$ cat src/rtl/rob_pkg.sv
// Shared types for the reorder buffer: the entry packet, default sizing and a saturation helper.
// Latency: n/a (types and constants only).
// Backpressure: n/a.
package rob_pkg;

  // Default superscalar width and entry count.
  localparam int N_DEF      = 3;
  localparam int ROB_SZ_DEF = 32;

  // One in-flight instruction: rename tags plus a debug tag to trace program order.
  typedef struct packed {
    logic [7:0] tag;
    logic [5:0] T_new;
    logic [5:0] T_old;
    logic       has_dest;
  } ROB_PACKET;

  // Clamp a count to the superscalar width.
  function automatic int sat_width(input int value, input int width);
    return (value > width) ? width : value;
  endfunction

endpackage

$ cat src/rtl/rob_if.sv
// Dispatch / retire / squash bundle between the pipeline and the reorder buffer.
// Latency: n/a (wires only).
// Backpressure: dispatch is throttled by rob_spots; retire by rob_outputs_valid.
interface rob_if
  import rob_pkg::*;
#(
  parameter int N      = N_DEF,
  parameter int ROB_SZ = ROB_SZ_DEF
);
  localparam int SB = $clog2(N + 1);
  localparam int PW = $clog2(ROB_SZ) + 1;

  ROB_PACKET [N-1:0] rob_inputs;
  logic [SB-1:0]     num_dispatching;
  logic [SB-1:0]     rob_spots;
  ROB_PACKET [N-1:0] rob_outputs;
  logic [SB-1:0]     rob_outputs_valid;
  logic [SB-1:0]     num_retiring;
  logic [PW-1:0]     rob_tail;
  logic              tail_restore_valid;
  logic [PW-1:0]     tail_restore;

  modport slave (
    input  rob_inputs, num_dispatching, num_retiring, tail_restore_valid, tail_restore,
    output rob_spots, rob_outputs, rob_outputs_valid, rob_tail
  );

  modport master (
    output rob_inputs, num_dispatching, num_retiring, tail_restore_valid, tail_restore,
    input  rob_spots, rob_outputs, rob_outputs_valid, rob_tail
  );
endinterface

$ cat src/rtl/rob.sv
// Reorder buffer: circular queue of in-flight instructions, N-wide dispatch at tail, N-wide retire at head.
// Latency: dispatch visible on rob_outputs one edge later; outputs are combinational from registered state.
// Backpressure: rob_spots caps dispatch; a squash overrides the tail and drops same-cycle dispatch.
module rob
  import rob_pkg::*;
#(
  parameter int ROB_SZ = ROB_SZ_DEF,
  parameter int N      = N_DEF
) (
  input  logic clock,
  input  logic reset,
  rob_if.slave bus
);
  localparam int IDX = $clog2(ROB_SZ);
  localparam int PW  = IDX + 1;
  localparam int SB  = $clog2(N + 1);

  // Pointers carry one wrap bit above the index so full and empty differ.
  logic [PW-1:0] r_head;
  logic [PW-1:0] r_tail;
  ROB_PACKET     r_mem [ROB_SZ];

  logic [PW-1:0]  w_count;
  logic [PW-1:0]  w_free;
  logic [PW-1:0]  w_next_head;
  logic [PW-1:0]  w_next_tail;
  logic [IDX-1:0] w_rd_idx [N];
  logic [IDX-1:0] w_wr_idx [N];

  // Occupancy, free space and the head window, all from registered state only.
  always_comb begin
    w_count = r_tail - r_head;
    w_free  = PW'(ROB_SZ) - w_count;
    bus.rob_spots         = (w_free  > PW'(N)) ? SB'(N) : SB'(w_free);
    bus.rob_outputs_valid = (w_count > PW'(N)) ? SB'(N) : SB'(w_count);
    bus.rob_tail          = r_tail;
    bus.rob_outputs       = '0;
    for (int i = 0; i < N; i++) begin
      w_rd_idx[i] = IDX'(r_head + PW'(i));
      w_wr_idx[i] = IDX'(r_tail + PW'(i));
      bus.rob_outputs[i] = r_mem[w_rd_idx[i]];
    end
  end

  // Pointer advance; a squash takes priority over dispatch for the tail only.
  always_comb begin
    w_next_head = r_head + PW'(bus.num_retiring);
    w_next_tail = bus.tail_restore_valid ? bus.tail_restore
                                         : r_tail + PW'(bus.num_dispatching);
  end

  // State update: retired entries are left in place; squashed cycles write nothing.
  always_ff @(posedge clock or negedge reset) begin
    if (!reset) begin
      r_head <= '0;
      r_tail <= '0;
      for (int i = 0; i < ROB_SZ; i++) r_mem[i] <= '0;
    end else begin
      r_head <= w_next_head;
      r_tail <= w_next_tail;
      if (!bus.tail_restore_valid) begin
        for (int i = 0; i < N; i++) begin
          if (i < int'(bus.num_dispatching)) r_mem[w_wr_idx[i]] <= bus.rob_inputs[i];
        end
      end
    end
  end

endmodule

$ cat src/flat_wrapper.sv
// flat-port wrapper written by rule: the top's interface ports become plain ports
module rob_flat import rob_pkg::*;
#(
  parameter int ROB_SZ = ROB_SZ_DEF,
  parameter int N      = N_DEF
)
  (clock, reset, bus_rob_inputs, bus_num_dispatching, bus_num_retiring, bus_tail_restore_valid, bus_tail_restore, bus_rob_spots, bus_rob_outputs, bus_rob_outputs_valid, bus_rob_tail);
  rob_if #(.N(N), .ROB_SZ(ROB_SZ)) bus_i ();
  input  logic clock;
  input  logic reset;
  input wire logic [$bits(bus_i.rob_inputs)-1:0] bus_rob_inputs;
  input wire logic [$bits(bus_i.num_dispatching)-1:0] bus_num_dispatching;
  input wire logic [$bits(bus_i.num_retiring)-1:0] bus_num_retiring;
  input wire logic [$bits(bus_i.tail_restore_valid)-1:0] bus_tail_restore_valid;
  input wire logic [$bits(bus_i.tail_restore)-1:0] bus_tail_restore;
  output wire logic [$bits(bus_i.rob_spots)-1:0] bus_rob_spots;
  output wire logic [$bits(bus_i.rob_outputs)-1:0] bus_rob_outputs;
  output wire logic [$bits(bus_i.rob_outputs_valid)-1:0] bus_rob_outputs_valid;
  output wire logic [$bits(bus_i.rob_tail)-1:0] bus_rob_tail;
  assign bus_i.rob_inputs = bus_rob_inputs;
  assign bus_i.num_dispatching = bus_num_dispatching;
  assign bus_i.num_retiring = bus_num_retiring;
  assign bus_i.tail_restore_valid = bus_tail_restore_valid;
  assign bus_i.tail_restore = bus_tail_restore;
  assign bus_rob_spots = bus_i.rob_spots;
  assign bus_rob_outputs = bus_i.rob_outputs;
  assign bus_rob_outputs_valid = bus_i.rob_outputs_valid;
  assign bus_rob_tail = bus_i.rob_tail;
  rob #(.ROB_SZ(ROB_SZ), .N(N)) u_core (.clock(clock), .reset(reset), .bus(bus_i));
endmodule
$ cat config.mk
export PLATFORM = sky130hd
export DESIGN_NAME = rob_flat
export DESIGN_NICKNAME = d
export VERILOG_FILES = /design/src/rtl/rob_pkg.sv /design/src/rtl/rob_if.sv /design/src/rtl/rob.sv /design/src/flat_wrapper.sv
export SDC_FILE = /design/constraint.sdc
export NUM_CORES = 2
export LEC_CHECK = 0
export CORE_MARGIN = 8
export CORE_UTILIZATION = 35
export DETAILED_ROUTE_END_ITERATION = 16
export GPL_TIMING_DRIVEN = 1
export PLACE_DENSITY = 0.54
export SYNTH_ARGS = -nofsm -noshare
export SYNTH_HDL_FRONTEND = slang
export SYNTH_SLANG_ARGS = --single-unit
$ cat constraint.sdc
create_clock -name clock -period 2.8 [get_ports clock]
set_clock_uncertainty 0.05 [all_clocks]
set_input_delay 0.28 -clock clock [delete_from_list [all_inputs] [get_ports clock]]
set_output_delay 0.28 -clock clock [all_outputs]
set_load 0.005 [all_outputs]
# Yosys cells after proc, flatten, opt, wreduce, memory -nomap -nowiden
# Cells that the tools add are included.
classes:
  add_sub_neg: 8
  magnitude_cmp: 14
  n_mux: 26
  bitwise_logic: 6
  n_reduce_logical: 3
op_table:
  columns: ["cell", "count"]
  rows:
  - ["two-way mux 672 bit", 5]
  - ["bitwise mux 672 bit", 3]
  - ["binary-select mux 21 bit (select 5 bit)", 3]
  - ["demux 21 bit (select 5 bit)", 3]
  - ["two-way mux 21 bit", 9]
  - ["greater-or-equal comparator 6 bit (second input constant)", 6]
  - ["inverter 5 -> 6 bit", 6]
  - ["less-than comparator 6 x 1 -> 1 bit (second input constant)", 3]
  - ["adder 6 x 2 -> 6 bit", 2]
  - ["greater-than comparator 6 x 2 -> 1 bit (second input constant)", 2]
  - ["adder 5 x 1 -> 5 bit (second input constant)", 2]
  - ["adder 5 x 2 -> 5 bit (second input constant)", 2]
  - ["two-way mux 6 bit", 1]
  - ["subtractor 6 bit", 1]
  - ["subtractor 6 bit (first input constant)", 1]
  - ["less-than comparator 1 x 2 -> 1 bit (first input constant)", 2]
  - ["two-way mux 2 bit", 2]
  - ["logical AND 1 bit", 3]
  - ["less-than comparator 2 bit (first input constant)", 1]
totals:
  reg_bits: 684
  inputBits: 76
  out_inout_bits: 73
  word_cells: 187

# Longest topological paths before layout
logic_depth:
  word_depth: 13
  ltp_mapped: 12
  depth_no_buf: 8

# Worst setup path before layout
# No wires, ideal clock.
synth_timing:
  path_kind: "register to output"
  start: "register u_core.r_head[1]"
  end: "output port bus_rob_spots[1]"
  arrival_time_ps: 2661
  required_time_ps: 2470
  setup_slack_ps: -191
  path_stages_with_launch: 13
  n_path_buf: 5
  path_cell_list: "dfrtp_1 > buf_2 > buf_4 > buf_2 > clkbuf_1 > buf_2 > inv_1 > ha_1 > nand2b_1 > a21boi_0 > o211a_1 > o311a_1 > a22oi_1"
synth_via:
  elab_chain_cells: 4
synth_rtl:
  columns: ["element", "line_no", "text"]
  rows:
  - ["from (decl)", "rob.sv:19", "logic [PW-1:0] r_head;"]
  - ["from (signal assigned)", "rob.sv:59", "r_head <= w_next_head;"]
  - ["subtractor 6 bit (*)", "rob.sv:32", "w_count = r_tail - r_head;"]
  - ["subtractor 6 bit (*)", "rob.sv:33", "w_free = PW'(ROB_SZ) - w_count;"]
  - ["greater-than comparator 6 x 2 -> 1 bit", "rob.sv:34", "bus.rob_spots = (w_free > PW'(N)) ? SB'(N) : SB'(w_free);"]
  - ["two-way mux 2 bit (*)", "rob.sv:34", null]
  - ["to (decl)", "flat_wrapper.sv:16", "output wire logic [$bits(bus_i.rob_spots)-1:0] bus_rob_spots;"]
# Every way passes the cells marked *; elsewhere a longest branch is shown, timed or not.

# Final worst setup path
layout_timing:
  start: "register u_core.r_head[1]"
  end: "output port bus_rob_outputs[10]"
layout_via:
  elab_chain_cells: 4
layout_rtl:
  columns: ["element", "line_no", "text"]
  rows:
  - ["inverter 5 -> 6 bit (not written as such)", "rob.sv:41", "bus.rob_outputs[i] = r_mem[w_rd_idx[i]];"]
  - ["binary-select mux 21 bit (select 5 bit)", "rob.sv:41", null]
  - ["two-way mux 21 bit (not written as such) (2 in a row)", "rob.sv:41", null]
  - ["to (decl)", "flat_wrapper.sv:17", "output wire logic [$bits(bus_i.rob_outputs)-1:0] bus_rob_outputs;"]
# No other way between the ends. The select of a mux whose other input is x is not followed.

==> impl_metrics.ini <==
[outcome]
status = finished with violations
violations = capacitance limit, slew limit, setup timing

[worst_hold_path]
hold_depth = 3
whs_endpoint = u_core.bus.rob_tail[1]$_DFF_PN0_
hp-start = bus_tail_restore[1]
hold_path_class = input pin to register

[clocking]
htreeDepth = 3
clockBufferDepth = 3
insertion_delay_ps = 810
cts_tree = done
cts_sinks = 684
root_buffer = clkbuf_16
cts_made_buffers = 95
clkTransAtPathRegs_ps = 50

[timing]
hold_violations = 0
finalCriticalPeriod_ps = 3891
worstMarginPinSlew_ps = 1561
slew_headroom_pct = -4.865
drv_slew = 16
totalNegativeSetupSlack_ps = -61840
rsz0062_at_grt = true
fin_hold_ws_ps = 3.524
finalSetupViolations = 89
post-route-period-util_pct = 139.0
fin_ws_ps = -1091
fmax_ghz = 0.2570

[logic_synthesis]
synth_cell_types = 107
synth-edff-count = 0
ys.flop_type = dfrtp_1
ys_seq_area_share_pct = 27.92
yosysTopAreaCell = dfrtp_1
async_flop_share_pct = 100.0
syn_area_um2 = 61300
yosysMostFrequentCell = nand2_1
synth_nets = 6217
synthTopCellsByCount = nand2_1 (696), dfrtp_1 (684), mux4_2 (525), clkbuf_1 (445), mux2i_1 (439)
ys_ff_latch = 684
syn_inst = 6125
avgSynthCellArea_um2 = 10.01
ys_warn_count = 0
synth_top_area_share_pct = 27.92
synth_top_cells_by_area = dfrtp_1 (28%), mux4_2 (19%), mux2i_1 (7.2%)

[job]
cap_violations = 3

[floorplan]
die_w_um = 434.5
core_area_um2 = 174000
die_h_um = 434.5
fp-row-count = 153
start_util_pct = 35.23
ios = 149
die_area_um2 = 188800

[global_routing]
grt_first_pass_wirelength_um = 643400
grt_pass1_vias = 68770
grt_max_degree = 113
grt_overflow_total = 0
grtUsageTotal_pct = 50.29
antenna_found_initial = 37

[cells_and_area]
drive_gt1_share_pct = 42.86
syn2layout_area_growth_pct = 39.35
final_nets = 7160
seqCellArea_um2 = 17130
postLayoutCellArea_um2 = 85410
finish.utilization_pct = 49.09
fill_cells = 15880
multi_input_area_um2 = 42380

[drt]
drcViolationCount = 0
drtIter0Drc = 13330
vias = 74190
wl_um = 494800
ant_nets = 0
wl_per_cell_um = 52.03
avgViaCountPerCell = 7.800
firstDrtPassIters = 10

[placement]
numPortBuffers = 148
dp_hpwl_um = 335900
gp_congestion = 1.111
placed_area_um2 = 75910

[worst_setup_path]
r2r_start = u_core.bus.rob_tail[1]$_DFF_PN0_
cp_max_fo = 7
reg2reg_depth = 10
rrSetupSlack_ps = -100
worst-endpoint-arrival_ps = 3560
end_kind = output port
crit_type = register to output port
startpoint_type = register
worstPathRequired_ps = 2470
r2r-end = u_core.r_mem[47]$_DFFE_PN0N_

[power_and_ir_drop]
power_leakage_nw = 34.32
pwr_density_cell_nw_per_um2 = 1395
vdd_ir_drop_max_mv = 0.8529
-- stage by stage --
step | worst slack, ps | cells | power, mW
after global routing | -1064 | 9477 | 119.5
after CTS | -1011 | 9421 | 112.4
final | -1091 | 9511 | 119.2
after floorplan | 26.80 | 6125 | 49.50
after global placement | -1110 | 9015 | 84.44
after detailed placement | -1128 | 9015 | 84.79
-- routing by layer --
metal,wire length (um),vias up,GRT usage (%),part of all wire [%]
met5,744,-,2.723,0.15
li1,-,26340,-,-
met3,81670,2678,29.13,17
met2,187400,8059,65.86,38
met1,163300,37090,55.99,33
met4,61740,24,47.21,12
-- power by group --
part / switching, mW / internal (mW)
clock network: 5.78 / 7.77
registers: 5.80 / 13.4
logic: 44.0 / 42.4
-- repair_timing --
action / in CTS / in global routing
gates resized for setup: 817 / 156
pin swaps: 107 / 73
endpoints found under the setup margin: 404 / 180
hold buffers: 4 / 0
buffers inserted: 209 / 69
gates cloned: 34 / 11
endpoints found under the hold margin: 53 / 0
-- worst max-delay path, stage by stage, from the launching register on --
cell and delay (ps):
dfrtp_4 510, buf_12 150, buf_16 160, buf_16 170
buf_16 180, buf_12 170, buf_16 150, mux4_2 540
nand2_2 100, a32oi_2 270, o21a_1 190, buf_2 130
-- layout by cell type (no fill, tap or decap), types with 50 or more instances in the layout --
cell type        instances
clkbuf_16              105
o221ai_1               223
a31oi_1                 57
o21ai_0                168
a221oi_1               143
clkdlybuf4s50_1         77
o22ai_1                146
mux2i_1                399
nor3_1                  50
nor2_1                 307
buf_12                 365
a2bb2oi_1               62
mux2_2                 320
nand3_1                205
a32oi_1                 58
o211ai_1                73
dfrtp_1                677
inv_1                  147
mux4_2                 525
buf_6                  151
a21oi_1                132
a31o_2                  59
nand2_1                641
nand2_2                 50
a222oi_1                93
buf_4                  905
-- sequential cells by signal, indices dropped and copies added (netlist names) --
register	flops
u_core.r_mem	672
u_core.bus.rob_tail	6
u_core.r_head	6
-- layout make-up --
cell class	instances	share of cell area (%)
clock buffer	141	3.325
antenna	39	0.1143
multi-input combinational	4512	49.62
timing repair buffer	1618	22.19
clock inverter	35	0.5845
inverter	157	0.7046
tap	2325	3.406
sequential	684	20.06
-- cell families after synthesis --
family,count (synthesis),share of synthesized area [%]
buffers and inverters,929,6.612
multiplexers,1288,32.41
AO/OA/AOI/OAI,1667,21.19
flip-flops,684,27.92
XOR/XNOR,26,0.3838
adder cells (fa/ha/maj),16,0.3633
AND/OR/NAND/NOR,1515,11.11
-- worst max-delay path by stage --
stage | startpoint | to | slack [ps] | depth (start not counted)
2_1_floorplan | u_core.r_head[1]$_DFF_PN0_ | bus_rob_spots[1] | 30 | 12
3_3_place_gp | u_core.r_head[1]$_DFF_PN0_ | bus_rob_outputs[54] | -1110 | 10
3_5_place_dp | u_core.r_head[1]$_DFF_PN0_ | bus_rob_outputs[54] | -1130 | 10
4_1_cts | u_core.r_head[1]$_DFF_PN0_ | bus_rob_outputs[11] | -1010 | 9
5_1_grt | u_core.r_head[1]$_DFF_PN0_ | bus_rob_outputs[11] | -1060 | 9
6_report | u_core.r_head[1]$_DFF_PN0_ | bus_rob_outputs[10] | -1090 | 11
(Power assumes the default switching activity.)
